$ cat src/rtl/sprite_evaluator.sv
// Per-scanline sprite evaluation: clears secondary OAM, scans primary OAM, copies up to 8 in-range sprites.
// Optional SPRITE_OVERFLOW_BUG_EN reproduces the original hardware's diagonal overflow scan.
module sprite_evaluator #(
  parameter int OAM_SPRITES = 64,
  parameter int SEC_SLOTS   = 8,
  parameter int CLEAR_DOTS  = 64
) (
  input  logic       clock,
  input  logic       reset_n,
  input  logic       clock_EN,
  input  logic       spriteEval_EN,
  input  logic       spriteEvalReset,
  input  logic       clearOverflow,
  input  logic [8:0] lineCount,
  input  logic       spriteSize16,
  output logic [7:0] oamReadAddr,
  input  logic [7:0] oamReadData,
  output logic [4:0] secOamWriteAddr,
  output logic [7:0] secOamWriteData,
  output logic       secOamWrite_EN,
  output logic [3:0] spriteCount,
  output logic       sprite0InRange,
  output logic       spriteOverflow
);

  // state | meaning
  // IDLE  | armed; first enabled eval tick starts clearing
  // CLEAR | filling secondary OAM with 0xFF on odd dots
  // EVAL  | scanning primary OAM, m selects Y or copied byte
  // FULL  | all slots used; looking for a 9th in-range Y
  // DONE  | scan finished; reads idle at {n,0}
  localparam logic [2:0] IDLE  = 3'd0;
  localparam logic [2:0] CLEAR = 3'd1;
  localparam logic [2:0] EVAL  = 3'd2;
  localparam logic [2:0] FULL  = 3'd3;
  localparam logic [2:0] DONE  = 3'd4;

  logic [2:0] state;
  logic [8:0] dot;
  logic [5:0] n;
  logic [1:0] m;
  logic [3:0] slot;

  logic [8:0] diff;
  logic       inRange;
  logic       nLast;
  logic [5:0] nNext;

  assign diff    = lineCount - {1'b0, oamReadData};
  assign inRange = diff < (spriteSize16 ? 9'd16 : 9'd8);
  assign nLast   = (n == 6'(OAM_SPRITES - 1));
  assign nNext   = nLast ? 6'd0 : n + 6'd1;

  always_ff @(posedge clock) begin
    if (!reset_n) begin
      state           <= IDLE;
      dot             <= 9'd0;
      n               <= 6'd0;
      m               <= 2'd0;
      slot            <= 4'd0;
      oamReadAddr     <= 8'd0;
      secOamWriteAddr <= 5'd0;
      secOamWriteData <= 8'd0;
      secOamWrite_EN  <= 1'b0;
      spriteCount     <= 4'd0;
      sprite0InRange  <= 1'b0;
      spriteOverflow  <= 1'b0;
    end else if (clock_EN) begin
      secOamWrite_EN <= 1'b0;
      if (spriteEvalReset) begin
        state          <= IDLE;
        dot            <= 9'd0;
        n              <= 6'd0;
        m              <= 2'd0;
        slot           <= 4'd0;
        oamReadAddr    <= 8'd0;
        spriteCount    <= 4'd0;
        sprite0InRange <= 1'b0;
      end else if (spriteEval_EN && dot < 9'd256) begin
        dot <= dot + 9'd1;
        case (state)
          IDLE, CLEAR: begin
            state <= (dot == 9'(CLEAR_DOTS - 1)) ? EVAL : CLEAR;
            if (dot[0]) begin
              secOamWriteAddr <= dot[5:1];
              secOamWriteData <= 8'hFF;
              secOamWrite_EN  <= 1'b1;
            end
          end
          EVAL: begin
            if (!dot[0]) begin
              oamReadAddr <= {n, m};
            end else begin
              secOamWriteAddr <= {slot[2:0], m};
              secOamWriteData <= oamReadData;
              secOamWrite_EN  <= 1'b1;
              if (m == 2'd0) begin
                if (inRange) begin
                  m <= 2'd1;
                  if (n == 6'd0) sprite0InRange <= 1'b1;
                end else begin
                  n <= nNext;
                  if (nLast) state <= DONE;
                end
              end else if (m == 2'd3) begin
                m           <= 2'd0;
                slot        <= slot + 4'd1;
                spriteCount <= spriteCount + 4'd1;
                n           <= nNext;
                // A wrap on the last copy ends the line even if slots filled too
                if (nLast) state <= DONE;
                else if (slot == 4'(SEC_SLOTS - 1)) state <= FULL;
              end else begin
                m <= m + 2'd1;
              end
            end
          end
          FULL: begin
            if (!dot[0]) begin
              oamReadAddr <= {n, m};
            end else if (inRange) begin
              spriteOverflow <= 1'b1;
              state          <= DONE;
            end else begin
              n <= nNext;
`ifdef SPRITE_OVERFLOW_BUG_EN
              m <= m + 2'd1;
`else
              m <= 2'd0;
`endif
              if (nLast) state <= DONE;
            end
          end
          DONE: begin
            if (!dot[0]) oamReadAddr <= {n, 2'd0};
          end
          default: state <= IDLE;
        endcase
      end
      if (clearOverflow) spriteOverflow <= 1'b0;
    end
  end

endmodule

$ cat config.mk
export PLATFORM = sky130hd
export DESIGN_NAME = sprite_evaluator
export DESIGN_NICKNAME = d
export VERILOG_FILES = /design/src/rtl/sprite_evaluator.sv
export SDC_FILE = /design/constraint.sdc
export NUM_CORES = 1
export LEC_CHECK = 0
export ABC_AREA = 1
export CELL_PAD_IN_SITES_DETAIL_PLACEMENT = 0
export CELL_PAD_IN_SITES_GLOBAL_PLACEMENT = 1
export CORE_MARGIN = 2
export CORE_UTILIZATION = 40
export DETAILED_ROUTE_END_ITERATION = 8
export PLACE_DENSITY_LB_ADDON = 0.1
export SYNTH_ARGS = -nofsm -noshare
export SYNTH_HDL_FRONTEND = slang
export SYNTH_SLANG_ARGS = --single-unit
$ cat constraint.sdc
create_clock -name clock -period 6.3 [get_ports clock]
set_input_delay 0.63 -clock clock [delete_from_list [all_inputs] [get_ports clock]]
set_output_delay 0.63 -clock clock [all_outputs]
set_load 0.05 [all_outputs]
==> impl_metrics.tcl, run 1 <==
set metrics [dict create \
    status "finished, final reports clean" \
    routedWlPerCell_um 12.9 \
    drv_slew 0 \
    worstSetupPathType "in2reg" \
    dp_hpwl_um 6040 \
    final_area_um2 3810 \
    grt_pass1_vias 2851 \
    crit_fanout 5 \
    drive_gt1_share_pct 6.67 \
    cp-start-kind "input pin" \
    final-setup-viol-count 0 \
    ys_top_cells_by_area "dfxtp_1 (34%), nand2_1 (14%), inv_1 (8.6%)" \
    p_leak_nw 1.66 \
    io_buffers 51 \
    yosys.area.top_type "dfxtp_1" \
    post-route-period-util_pct 45.6 \
    synth_area_per_cell_um2 6.70 \
    mappedNetlistArea_um2 3090 \
    die_area_um2 8440 \
    synth_commonest_cells "nand2_1 (115), inv_1 (71), dfxtp_1 (52)" \
    htree_levels 2 \
    drc 0 \
    yosysSeqAreaShare_pct 33.7 \
    ys_types 38 \
    nNetsFinal 550 \
    hp-class "reg2reg" \
    cts_tree "done" \
    fin_worst_skew_ns 0.0108 \
    ant_nets 0 \
    cts_sinks 52 \
    grt_first_pass_wirelength_um 13400 \
    grt.overflow.total 0 \
    grt_max_degree 26 \
    post_cts_resized 0 \
    clk_latency_ns 0.31 \
    crit_path_max_incr_delay_ns 0.46 \
    cts_buffers 5 \
    start_util_pct 40.6 \
    grt_setup_unrepaired "no" \
    coreArea_um2 7610 \
    via_count 3012 \
    synth-edff-count 0 \
    hold-worst-slack_ns 0.452 \
    vdd_drop_max_mv 0.0976 \
    cp_cell_sequence "clkdlybuf4s50_1 -> inv_1 -> ha_1 -> nand2_1 -> nand2_1 -> inv_1 -> nand2_1 -> xor2_1 -> ha_1 -> nand2_1 -> nand3_1 -> nor2_2 -> nand3_2 -> o21ai_1 -> nand2_1 -> a21oi_1" \
    cts-root-buf "clkbuf_8" \
    vias_per_cell 4.92 \
    io_pins 52 \
    dominantRegCellSynth "dfxtp_1" \
    grt_usage_pct 19.6 \
    cts.path.max_buffers 2 \
    ys_seq_elements 52 \
    placed_area_um2 3680 \
    antenna_cells 0 \
    cp_slowest_cell "clkdlybuf4s50_1" \
    hold_viol 0 \
    area_growth_pct 23.4 \
    dr.pass1.iters 4 \
    powerDensity_nw_per_um2 196 \
    async_flop_share_pct 0 \
    relSlewSlack_pct 44.5 \
    period_minus_slack_ns 2.87 \
    nFillCells 799 \
    power.total_mw 0.748 \
    preCtsSetupSlack_ns 3.11 \
    cp.arrival_ns 3.11 \
    antenna_found_initial 0 \
    critPathCaptureType "flop" \
    syn_inst 461 \
    finalWirelength_um 7910 \
    crit_required_ns 6.54 \
    crit_top_cell "nand2_1" \
    layout_setup_ws_ns 3.43 \
    synth_top_area_share_pct 33.7 \
    clk_pin_slew_ns 0.10 \
    worst_slew_pin_slew_ns 0.829 \
    yosysMostFrequentCell "nand2_1" \
    die_y_um 91.8 \
    drt-initial-drc-count 153 \
    drv_cap 0 \
    syn_nets 501 \
    row_count 32 \
    setup_tns_ns 0 \
    postCtsSetupRepairBufs 0 \
    die_x_um 91.8 \
    postCtsHoldBufs 0 \
    synth_warnings 0 \
    gp_congestion 0.889 \
    max_freq_ghz 0.348 \
]
cell families after synthesis:
group	count (synthesis)	share of synthesized area (%)
buffers and inverters	84	10.7
AND/OR/NAND/NOR	221	32.5
flip-flops	52	33.7
XOR/XNOR	2	0.568
AO/OA/AOI/OAI	86	16.0
adder cells (fa/ha/maj)	16	6.49
through the flow:
step / utilization (%) / std cells
final: 50.1 / 612
after global routing: 50.1 / 612
after CTS: 50.1 / 612
after detailed placement: 48.4 / 605
after global placement: 48.4 / 605
after floorplan: - / 461
routing by layer:
metal	GRT usage, %	share of wire [%]	up-vias
li1	-	-	1596
met1	25.6	48	1353
met2	33.5	47	51
met3	2.79	3.1	12
met4	6.22	2.0	0
met5	0	0	-
worst max-delay path: cells and delay by family:
family          cells  cell delay [ns]
simple gates        8             0.79
fa+ha+maj           2             0.59
buf+inv             3             0.56
compound gates      2             0.37
xor+xnor            1             0.16
path summary, 6_finish.rpt:
check | startpoint | to | slack, ns | cells past startpoint
setup / recovery | oamReadData[3] | n[3] | 3.43 | 16
hold / removal | spriteOverflow | spriteOverflow | 0.45 | 2
setup reg to reg | state[1] | state[1] | 3.97 | 9
hold reg to reg | spriteOverflow | spriteOverflow | 0.45 | 2
layout by cell type (no fill, tap or decap), types with 5 or more instances in the layout:
cell,netlist,routed
ha_1,16,16
nand2_1,115,115
nor3_1,11,11
nand3_1,27,27
o21ai_0,20,20
a21oi_1,36,36
clkbuf_8,0,5
nor2_2,5,5
dfxtp_1,52,52
nand4_1,6,6
clkdlybuf4s50_1,0,51
nor2_1,39,39
inv_1,71,71
a31oi_1,16,16
where the power goes:
group	leakage, nW	total (mW)	internal (mW)	switching, mW
logic	1.18	0.139	0.0520	0.0866
clock network	0.0642	0.267	0.156	0.111
registers	0.420	0.342	0.335	0.00712
cell type report:
cell class	count	area [um2]	area share, %
multi-input cells	325	1720	45.1
flip-flops and latches	52	1040	27.3
repair buffers	52	518	13.6
inverters	74	278	7.29
well taps	102	128	3.35
clock buffers	5	68.8	1.81
clock inverters	2	60.1	1.58
flip-flops by register name, summed over array words and instances, names as in the netlist:
| signal | count |
|---|---|
| slot | 4 |
| m | 2 |
| n | 6 |
| secOamWrite_EN | 1 |
| secOamWriteAddr | 5 |
| oamReadAddr | 8 |
| state | 3 |
| spriteCount | 4 |
| sprite0InRange | 1 |
| spriteOverflow | 1 |
| dot | 9 |
| secOamWriteData | 8 |
(Power assumes the default switching activity.)
==> run 2: changes to the inputs <==
--- a/config.mk
+++ b/config.mk
@@ -9,7 +9,7 @@
 export CELL_PAD_IN_SITES_DETAIL_PLACEMENT = 0
 export CELL_PAD_IN_SITES_GLOBAL_PLACEMENT = 1
 export CORE_MARGIN = 2
-export CORE_UTILIZATION = 40
+export CORE_UTILIZATION = 38
 export DETAILED_ROUTE_END_ITERATION = 8
 export PLACE_DENSITY_LB_ADDON = 0.1
 export SYNTH_ARGS = -nofsm -noshare
==> constraint.sdc (replaced) <==
create_clock -name clock -period 2.9 [get_ports clock]
set_input_delay 0.29 -clock clock [delete_from_list [all_inputs] [get_ports clock]]
set_output_delay 0.29 -clock clock [all_outputs]
set_load 0.05 [all_outputs]
==> run 2 against run 1 <==
Against the previous run:
- sequential cell count unchanged
- wire length decreased by 0.72%
- setup slack got worse by 3.0 ns
- non-clock buffer count increased by 9
- total power increased by 110%
- final cell count increased by 1.6%
- count of clock-buffer cells in the layout increased by 1
- register-to-register slack got worse by 3.0 ns
- design area increased by 1.6%
- critical endpoint is now m[1]
- largest cell class unchanged
- largest power group unchanged
- highest routed layer unchanged
==> impl_metrics.tcl, run 2 (same netlist as run 1, synthesis figures left out) <==
set metrics [dict create \
    multi_input_area_um2 1720 \
    nNetsFinal 559 \
    cts_sinks 52 \
    fin_worst_skew_ns 0.0121 \
    die_area_um2 8860 \
    dr.pass1.iters 4 \
    clk_latency_ns 0.31 \
    cp.arrival_ns 2.71 \
    drv_slew 0 \
    critPathCaptureType "flop" \
    largest_reg_flops 9 \
    worst_slew_pin_slew_ns 0.533 \
    cp_cell_sequence "clkdlybuf4s50_1 -> inv_1 -> ha_1 -> nand2_1 -> nand2_1 -> inv_1 -> nand2_1 -> xor2_1 -> ha_1 -> inv_1 -> nand3_1 -> nor2_4 -> nand3_4 -> nand3_1 -> nand2_1 -> nor2_2 -> nand2_1 -> nand2_1 -> nor2_1" \
    cts_buffers 5 \
    cp_slowest_cell "clkdlybuf4s50_1" \
    area_growth_pct 25.4 \
    postCtsSetupRepairBufs 0 \
    dp_hpwl_um 6080 \
    cts_tree "done" \
    cp-start-kind "input pin" \
    postCtsHoldBufs 0 \
    reg.largest.list "dot x9, oamReadAddr x8, secOamWriteData x8" \
    ff_latch_area_um2 1040 \
    crit_fanout 8 \
    coreArea_um2 7810 \
    vdd_drop_max_mv 0.258 \
    status "finished, final reports clean" \
    vias_per_cell 4.85 \
    placed_cells 614 \
    p_leak_nw 1.70 \
    hp-class "reg2reg" \
    crit_top_cell "nand2_1" \
    grt_setup_unrepaired "no" \
    grt_pass1_vias 2886 \
    antenna_found_initial 0 \
    drt-initial-drc-count 131 \
    period_minus_slack_ns 2.51 \
    worstSetupPathType "in2reg" \
    nFillCells 825 \
    finalWirelength_um 7850 \
    routedWlPerCell_um 12.6 \
    crit_path_max_incr_delay_ns 0.46 \
    drive_gt1_share_pct 8.46 \
    gp_congestion 0.842 \
    hold_viol 0 \
    power.total_mw 1.58 \
    powerDensity_nw_per_um2 409 \
    cts-root-buf "clkbuf_8" \
    top_register "dot" \
    max_freq_ghz 0.399 \
    antenna_cells 0 \
    relSlewSlack_pct 64.3 \
    start_util_pct 39.5 \
    setup_tns_ns 0 \
    final_cell_mix "nand2_1 (115), inv_1 (71), dfxtp_1 (52)" \
    via_count 3018 \
    grt_usage_pct 19.0 \
    htree_levels 2 \
    cts.path.max_buffers 2 \
    post-route-period-util_pct 86.4 \
    grt_max_degree 21 \
    drv_cap 0 \
    io_pins 52 \
    die_y_um 94.1 \
    grt.overflow.total 0 \
    die_x_um 94.1 \
    final_common_cell "nand2_1" \
    grt_first_pass_wirelength_um 13400 \
    clk_pin_slew_ns 0.09 \
    final-setup-viol-count 0 \
    post_cts_resized 0 \
    hold-worst-slack_ns 0.449 \
    drc 0 \
    crit_required_ns 3.11 \
    layoutNonFillerInstCount 622 \
    ant_nets 0 \
    io_buffers 51 \
    final_area_um2 3870 \
    placed_area_um2 3750 \
    row_count 32 \
]
-- run 2: changes by cell type in the layout (fill, tap and decap cells not counted), sizes merged --
cell,previous run,this run
buf,1,10
bufinv,2,1
clkbuf,5,6
clkinv,0,1
-- run 2: final timing paths --
path / to / slack [ns] / startpoint / cells after the start
setup / recovery: m[1] / 0.39 / oamReadData[3] / 19
hold / removal: spriteOverflow / 0.45 / spriteOverflow / 2
setup reg to reg: state[1] / 0.94 / n[1] / 11
hold reg to reg: spriteOverflow / 0.45 / spriteOverflow / 2
-- run 2: report_power, final --
part           leakage, nW  switching (mW)  internal [mW]
Clock               0.0614           0.250          0.283
Combinational         1.22           0.190          0.118
Sequential           0.420          0.0146          0.727
-- run 2: routing by layer --
layer / up-vias / global-route usage, % / wire [um]
met1: 1355 / 25.7 / 3940
li1: 1614 / - / -
met4: 0 / 5.56 / 133
met2: 40 / 31.4 / 3620
met3: 9 / 2.57 / 164
met5: - / 0 / 0
-- run 2: cell type report --
type	count	area share, %
tap	102	3.30
timing repair buffer	61	15.1
sequential	52	26.9
inverter	74	7.18
clock buffer	6	2.13
multi-input combinational	325	44.4
clock inverter	2	1.00
-- run 2: worst max-delay path, delay by kind of cell --
kind / cells / cell delay [ns]
XOR/XNOR: 1 / 0.15
adder cells (fa/ha/maj): 2 / 0.51
buffers and inverters: 4 / 0.63
AND/OR/NAND/NOR: 12 / 1.16
-- run 2: metrics by stage --
step | setup slack (ns) | utilization (%)
after floorplan | 0.771 | -
after global placement | 0.0415 | 48.0
after detailed placement | 0.0535 | 48.0
after CTS | 0.381 | 49.6
after global routing | 0.157 | 49.6
final | 0.393 | 49.6
